### src/rtl/mem_arb_pkg.sv
// Shared types and default constants for the data_mem port arbiter.
// Optional feature macro used by mem_arbiter: MEM_ARB_FAIR_EN.
package mem_arb_pkg;

    typedef enum logic [1:0] {GNT_NONE, GNT_C, GNT_D} gnt_e;

    localparam logic [63:0] DEF_DATA_START = 64'h1000_0000;
    localparam logic [63:0] DEF_DATA_WORDS = 64'h1000;

    typedef struct packed {
        logic [63:0] addr;
        logic [63:0] wdata;
        logic        word_we;
        logic        byte_we;
    } mem_req_t;

    function automatic logic addr_in_range(input logic [63:0] addr,
                                           input logic [63:0] start,
                                           input logic [63:0] words);
        return (addr >= start) && (addr < start + words);
    endfunction

endpackage

### src/rtl/mem_arb_rsp.sv
// Per-port registered response: one-cycle rsp_valid pulse with captured rdata/err.
module mem_arb_rsp (
    input  logic        clk,
    input  logic        reset,
    input  logic        cap,
    input  logic [63:0] rdata_in,
    input  logic        err_in,
    output logic        rsp_valid,
    output logic [63:0] rdata,
    output logic        err
);

    always_ff @(posedge clk or negedge reset) begin
        if (!reset) begin
            rsp_valid <= 1'b0;
            rdata     <= '0;
            err       <= 1'b0;
        end else begin
            rsp_valid <= cap;
            if (cap) begin
                rdata <= rdata_in;
                err   <= err_in;
            end
        end
    end

endmodule

### src/rtl/mem_arbiter.sv
// Fixed-priority (C over D) arbiter for the data_mem data port.
// Define MEM_ARB_FAIR_EN to add the port D starvation guard.
module mem_arbiter
    import mem_arb_pkg::*;
#(
    parameter logic [63:0] DATA_START   = DEF_DATA_START,
    parameter logic [63:0] DATA_WORDS   = DEF_DATA_WORDS,
    parameter int unsigned STARVE_LIMIT = 4
) (
    input  logic        clk,
    input  logic        reset,

    input  logic        c_req_valid,
    output logic        c_req_ready,
    input  logic [63:0] c_addr,
    input  logic [63:0] c_wdata,
    input  logic        c_word_we,
    input  logic        c_byte_we,
    output logic        c_rsp_valid,
    output logic [63:0] c_rdata,
    output logic        c_rsp_err,

    input  logic        d_req_valid,
    output logic        d_req_ready,
    input  logic [63:0] d_addr,
    input  logic [63:0] d_wdata,
    input  logic        d_word_we,
    input  logic        d_byte_we,
    output logic        d_rsp_valid,
    output logic [63:0] d_rdata,
    output logic        d_rsp_err,

    output logic [63:0] mem_addr,
    output logic [63:0] mem_data_in,
    output logic        mem_word_we,
    output logic        mem_byte_we,
    input  logic [63:0] mem_data_out
);

    if (STARVE_LIMIT == 0) begin : g_bad_limit
        $error("STARVE_LIMIT must be nonzero");
    end

    gnt_e        gnt;
    mem_req_t    sel;
    logic        force_d;
    logic        addr_ok;
    logic [63:0] rsp_rdata;

    // Reset low blocks every grant, which also kills the write enables and readys.
    always_comb begin
        gnt = GNT_NONE;
        if (!reset)
            gnt = GNT_NONE;
        else if (c_req_valid && !force_d)
            gnt = GNT_C;
        else if (d_req_valid)
            gnt = GNT_D;
    end

    assign c_req_ready = (gnt == GNT_C);
    assign d_req_ready = (gnt == GNT_D);

    always_comb begin
        sel = '0;
        case (gnt)
            GNT_C:   sel = '{addr: c_addr, wdata: c_wdata, word_we: c_word_we, byte_we: c_byte_we};
            GNT_D:   sel = '{addr: d_addr, wdata: d_wdata, word_we: d_word_we, byte_we: d_byte_we};
            default: sel = '0;
        endcase
    end

    assign addr_ok     = addr_in_range(sel.addr, DATA_START, DATA_WORDS);
    assign mem_addr    = sel.addr;
    assign mem_data_in = sel.wdata;
    assign mem_word_we = addr_ok && sel.word_we;
    assign mem_byte_we = addr_ok && sel.byte_we && !sel.word_we;
    assign rsp_rdata   = addr_ok ? mem_data_out : '0;

`ifdef MEM_ARB_FAIR_EN
    localparam int unsigned CW = $clog2(STARVE_LIMIT + 1);

    logic [CW-1:0] starve_cnt;

    assign force_d = d_req_valid && (starve_cnt == CW'(STARVE_LIMIT));

    always_ff @(posedge clk or negedge reset) begin
        if (!reset)
            starve_cnt <= '0;
        else if (!d_req_valid || gnt == GNT_D)
            starve_cnt <= '0;
        else if (gnt == GNT_C && starve_cnt != CW'(STARVE_LIMIT))
            starve_cnt <= starve_cnt + 1'b1;
    end
`else
    assign force_d = 1'b0;
`endif

    mem_arb_rsp u_c_rsp (
        .clk      (clk),
        .reset    (reset),
        .cap      (gnt == GNT_C),
        .rdata_in (rsp_rdata),
        .err_in   (!addr_ok),
        .rsp_valid(c_rsp_valid),
        .rdata    (c_rdata),
        .err      (c_rsp_err)
    );

    mem_arb_rsp u_d_rsp (
        .clk      (clk),
        .reset    (reset),
        .cap      (gnt == GNT_D),
        .rdata_in (rsp_rdata),
        .err_in   (!addr_ok),
        .rsp_valid(d_rsp_valid),
        .rdata    (d_rdata),
        .err      (d_rsp_err)
    );

endmodule

### config.mk
export PLATFORM = sky130hd
export DESIGN_NAME = mem_arbiter
export DESIGN_NICKNAME = d
export VERILOG_FILES = /design/src/rtl/mem_arb_pkg.sv /design/src/rtl/mem_arb_rsp.sv /design/src/rtl/mem_arbiter.sv
export SDC_FILE = /design/constraint.sdc
export NUM_CORES = 1
export LEC_CHECK = 0
export CAP_MARGIN = 30
export CORE_AREA = 5 5 224 226
export CTS_CLUSTER_DIAMETER = 80
export CTS_CLUSTER_SIZE = 14
export DETAILED_ROUTE_END_ITERATION = 16
export DIE_AREA = 0 0 229 231
export GPL_TIMING_DRIVEN = 0
export HOLD_SLACK_MARGIN = 0.03
export MAX_ROUTING_LAYER = met4
export RECOVER_POWER = 25
export REMOVE_ABC_BUFFERS = 1
export SLEW_MARGIN = 30
export SYNTH_ARGS = -nofsm -noshare
export SYNTH_HDL_FRONTEND = slang
export SYNTH_SLANG_ARGS = --single-unit
### constraint.sdc
create_clock -name clk -period 7.9 [get_ports clk]
set_clock_uncertainty 0.05 [all_clocks]
set_input_delay 1.58 -clock clk [delete_from_list [all_inputs] [get_ports clk]]
set_output_delay 1.58 -clock clk [all_outputs]
set_load 0.005 [all_outputs]
Word level (Yosys, flattened, before mapping):

Index checks and enable logic that the tools add are counted.

* bits of input ports: 328
* bits in registers: 132

* magnitude comparators: 2
* eq/ne operators: 2
* reduce and logical (&&, ||, !) cells: 6
* multiplexer cells: 5

Operator list (count)
* $pmux 130 s2: 1
* $ge 64x29->1 const B: 1
* $lt 64x29->1 const B: 1
* $mux 64: 1
* $mux 2: 3
* $logic_and 1x1->1: 4
* $eq 2x1->1 const B: 1
* $eq 2x2->1 const B: 1
* $logic_not 1->1: 2

Logic depth before layout (Yosys ltp):

Gate-level depths: netlist of run 1.

* word-level depth: 9
* depth in mapped cells: 13
* mapped depth without buffers: 7

By module:

Synthesis of run 1 repeated with hierarchy kept, for this count alone.

* cells, all modules: 582
* area total of the unflattened synthesis: 7498.4 sq um

By module, submodules not included
* mem_arb_rsp: area each 2643.8 sq um, cells an instance 138, instances 2, seq. area each 1651.6 sq um
* mem_arbiter: area each 2210.9 sq um, cells an instance 306, instances 1, seq. area each 0.0 sq um

Worst setup path after synthesis of run 1:

No wires, ideal clock.

* path kind: input -> output
* from: input port reset
* to: output port mem_byte_we
* cell stages on the path: 12
* slack: 2.766 ns
* arrival time: 3.504 ns
* data required time: 6.270 ns
* cells stage by stage: buf_2 > buf_6 > buf_2 > buf_4 > nand3_1 > o21ai_1 > or4_1 > nor2_4 > buf_8 > buf_6 > nand2_2 > nor3_1

* word-level cells in the longest chain between the ends: 7
* elaborated cells between the ends (all ways): 10
* classes of those cells: 2 x order compare; 2 x eq/ne; 2 x mux; 4 x reduce/logical

Ends and longest elaborated chain
* start, declared: RTL line mem_arbiter.sv:11 `input logic reset,`
* $mux 2 (*): RTL line mem_arbiter.sv:53 `if (!reset)`
* $eq 2x2->1 or $eq 2x1->1 (tied branches): RTL line mem_arbiter.sv:66 `case (gnt)`
* $pmux 130 s2 (*): RTL line mem_arbiter.sv:66
* via mem_addr[37]: RTL line mem_arbiter.sv:33 `output logic [63:0] mem_addr,`
* $ge 64x29->1 or $lt 64x29->1 (tied branches): RTL line mem_arb_pkg.sv:20 `return (addr >= start) && (addr < start + words);`
* $logic_and 1x1->1 (*): RTL line mem_arb_pkg.sv:20
* $logic_and 1x1->1 (*) (2 in series): RTL line mem_arbiter.sv:77 `assign mem_byte_we = addr_ok && sel.byte_we && !sel.word_we;`
* end, declared: RTL line mem_arbiter.sv:36 `output logic mem_byte_we,`

The timed path passes the listed nets; every way through them passes the cells marked *.

Final worst setup path of run 1:

* from: input port d_req_valid
* to: output port mem_word_we

* word-level cells in the longest chain between the ends: 8
* elaborated cells between the ends (all ways): 10
* classes of those cells: 2 x order compare; 2 x eq/ne; 4 x mux; 2 x reduce/logical

Ends and longest elaborated chain
* start, declared: RTL line mem_arbiter.sv:23 `input logic d_req_valid,`
* $mux 2 (*): RTL line mem_arbiter.sv:57 `else if (d_req_valid)`
* $mux 2 (*): RTL line mem_arbiter.sv:55 `else if (c_req_valid && !force_d)`
* $mux 2 (*): RTL line mem_arbiter.sv:53
* $eq 2x2->1 or $eq 2x1->1 (tied branches): RTL line mem_arbiter.sv:66
* $pmux 130 s2 (*): RTL line mem_arbiter.sv:66
* $ge 64x29->1 or $lt 64x29->1 (tied branches): RTL line mem_arb_pkg.sv:20
* $logic_and 1x1->1: RTL line mem_arb_pkg.sv:20
* $logic_and 1x1->1 (*): RTL line mem_arbiter.sv:76 `assign mem_word_we = addr_ok && sel.word_we;`
* end, declared: RTL line mem_arbiter.sv:35 `output logic mem_word_we,`

Mark *: on every way between the ends. The rest lies on a longest branch, timed or not.

==> results of run 1 <==
[worst max-delay path, delay by kind of cell]
family / cells / cell delay, ps
simple gates: 5 / 2410
buf+inv: 3 / 1500
compound gates: 1 / 250
[registers in the layout, indices dropped and copies added (netlist names)]
signal / flops
u_c_rsp.rdata: 64
u_d_rsp.rdata: 64
u_c_rsp.err: 1
u_c_rsp.rsp_valid: 1
u_d_rsp.err: 1
u_d_rsp.rsp_valid: 1
[layout by cell type (no fill, tap or decap), types with 10 or more instances in the layout]
cell,instances
clkdlybuf4s50_1,589
nand2_1,172
nand4_1,130
clkbuf_16,17
o21ai_1,113
nand3_1,40
o21ai_0,53
buf_16,10
a22o_1,82
dfrtp_1,132
[power by group through the flow]
| stage | sequential (W) | clock (W) | combinational, W |
|---|---|---|---|
| 2_1_floorplan | 0.000689 | 0 | 0.000103 |
| 5_1_grt | 0.000676 | 0.000887 | 0.000500 |
| 6_report | 0.000677 | 0.000828 | 0.000473 |
| 3_5_place_dp | 0.000689 | 0 | 0.000476 |
| 4_1_cts | 0.000676 | 0.000866 | 0.000478 |
| 3_3_place_gp | 0.000690 | 0 | 0.000445 |
[cell type report]
cell class	count	area, um2	area share
inverter	4	30.0	0.00205
clock inverter	13	146	0.0100
timing repair buffer	615	6380	0.436
sequential	132	3300	0.226
multi-input combinational	636	3550	0.243
clock buffer	19	443	0.0303
tap	622	778	0.0532
[per-layer routing]
layer  wire length [um]  vias up
met5                  0        -
met4               1340        0
met3               2670       57
met2              22900      443
met1              17000     4528
li1                   -     4307
[cells by family after synthesis]
logic type,Yosys count,synth area share
AND/OR/NAND/NOR,375,0.254
AO/OA/AOI/OAI,261,0.220
flip-flops,132,0.444
buffers and inverters,112,0.0819
[stage by stage]
stage                     cell area, um2   TNS, ps  cells  utilization
after CTS                          14600         0   2041        0.304
after detailed placement           14000         0   2009        0.292
after floorplan                     6850    -45970    772            -
after global routing               14600         0   2041        0.304
final                              14600         0   2041        0.304
after global placement             13500  -3478080   1985        0.281
[how the worst max path moves through the flow]
stage | from | endpoint | slack (ps)
final | d_req_valid | mem_word_we | 470
after global routing | d_req_valid | mem_word_we | 290
after CTS | d_req_valid | mem_word_we | 410
after detailed placement | d_req_valid | mem_word_we | 430
after global placement | reset | u_d_rsp.err | -14500
after floorplan | c_req_valid | u_c_rsp.err | -510
==> results by group, run 1 <==
Run status
  – Status: completed

Global routing
  – Largest net degree at the start of global routing: 105
  – All-Layer GR Usage: 0.163
  – GR Util met1: 0.177
  – Gr busiest metal: met2
  – Initial antenna violation count: 5
  – GRT overflow: 0
  – Number of global-route vias before repair: 9,751
  – Routing usage on met2: 0.290
  – Met3 GRT Util: 0.0397
  – First-pass GRT wire length: 64,000 um

Synthesis
  – Area leader, netlist: dfrtp_1
  – Sequential-to-total area share from yosys stat: 0.444
  – Cell variety after synth: 36
  – Most instantiated cells after synthesis: 174 x nand2_1, 132 x dfrtp_1, 130 x nand4_1
  – Mapped Area: 7440 um2
  – Cells after synthesis: 880
  – Fraction of registers with async set/reset: 1.00
  – Synth area leaders: dfrtp_1 44%, nand4_1 11%, a22o_1 9.7%
  – Mean Syn Cell Area: 8.45 um2
  – Post-synth top area share: 0.444
  – Post-synth EDFFs: 0
  – Ys flop type: dfrtp_1
  – Yosys warns: 0
  – #FFs+latches synth: 132
  – Top-count cell post-synth: nand2_1

Timing
  – # setup viols final: 0
  – Endpoints failing hold: 0
  – Crit share post-route: 0.941
  – Worst hold margin: 426 ps
  – Fmax: 135 MHz
  – Setup ws final: 470 ps
  – Fin. max-slew vios: 0
  – RSZ-0062 raised after global routing: no
  – Post-layout minimum cycle time: 7430 ps
  – Rel. slew slack: 0.353
  – Slew @ Worst Pin: 961 ps

Clock network
  – CTS Hold Bufs: 0
  – Post-CTS Setup Bufs: 0
  – H-tree depth: 4
  – CTS tree: done
  – Clock Sinks: 132
  – Clock Latency Late Sink: 440 ps
  – Clk slew on worst S/H paths: 60 ps
  – CTS root buf: clkbuf_16
  – CTS max path bufs: 2
  – CTS Buf Count: 17
  – CTS resizes: 0

Critical path
  – Crit path launch type: input port
  – Critical Path AT: 5800 ps
  – Crit path max fanout: 47
  – Worst r2r src: u_d_rsp.err
  – R2R Setup Slk: 7140 ps
  – Worst path max stage delay: 860 ps
  – Worst R2R End: u_d_rsp.err
  – CP Capture Type: output port
  – Reg2Reg Depth: 1
  – Critical Path RT: 6270 ps
  – Crit path cell chain: clkdlybuf4s50_1 -> nand2b_2 -> o21ai_0 -> nor4_1 -> and4_4 -> buf_12 -> nand2_2 -> nor3_1 -> clkdlybuf4s50_1
  – Worst Path Class, Setup: in -> out
  – Crit path top cell by count: clkdlybuf4s50_1
  – Slowest CP cell: nor4_1

Drt
  – Final wirelength: 43,900 um
  – DRC viols: 0
  – Vias/cell: 4.57
  – Via total after detailed routing: 9,335
  – DR WL/cell: 21.5 um
  – Antenna Violating Nets Remaining: 0
  – Initial DRC Count: 401
  – Drt first pass iters: 4

Min path
  – Hold Path Class: reg -> reg
  – Hold worst-path end: u_c_rsp.rdata[11]
  – Hold_sp: u_c_rsp.rdata[11]
  – Worst hold path stage count: 2

Die
  – Starting Density: 0.155
  – Die area: 52,900 um2
  – Die Wd: 229 um
  – Io pins: 592
  – Die Ht: 231 um
  – Core area: 48,100 um2
  – # rows: 81

Final layout
  – Nets: 1,734
  – Layout area overhead: 96.6%
  – Inserted Diodes: 0
  – Share of cells above drive strength 1: 0.0472
  – Fill count: 5,075

Power
  – Peak VDD IR: 0.120 mV
  – Leak: 5.32 nW
  – Pint: 0.00142 W
  – Pwr Total: 0.00198 W
  – Sw power: 0.000557 W
  – Switch share: 0.282
  – Power per cell area: 135 nW/um2
  – Flop pwr share: 0.342
  – Logic gate share of total power: 0.239
  – Clk pwr share: 0.419

Job
  – Max Cap Viol: 0

Placement
  – Post-DP HPWL: 34,700 um
  – Setup WS pre-CTS: 426 ps
  – GPL Wtd Cong: 0.888
  – Port Buffers: 591
(Power assumes the default switching activity.)
==> run 2, diff against run 1 <==
--- a/config.mk
+++ b/config.mk
@@ -5,6 +5,7 @@
 export SDC_FILE = /design/constraint.sdc
 export NUM_CORES = 1
 export LEC_CHECK = 0
+export ABC_CLOCK_PERIOD_IN_PS = 7900
 export CAP_MARGIN = 30
 export CORE_AREA = 5 5 224 226
 export CTS_CLUSTER_DIAMETER = 80
==> results of run 2 <==
Final layout, timing and power as in run 1 (identical DEF).
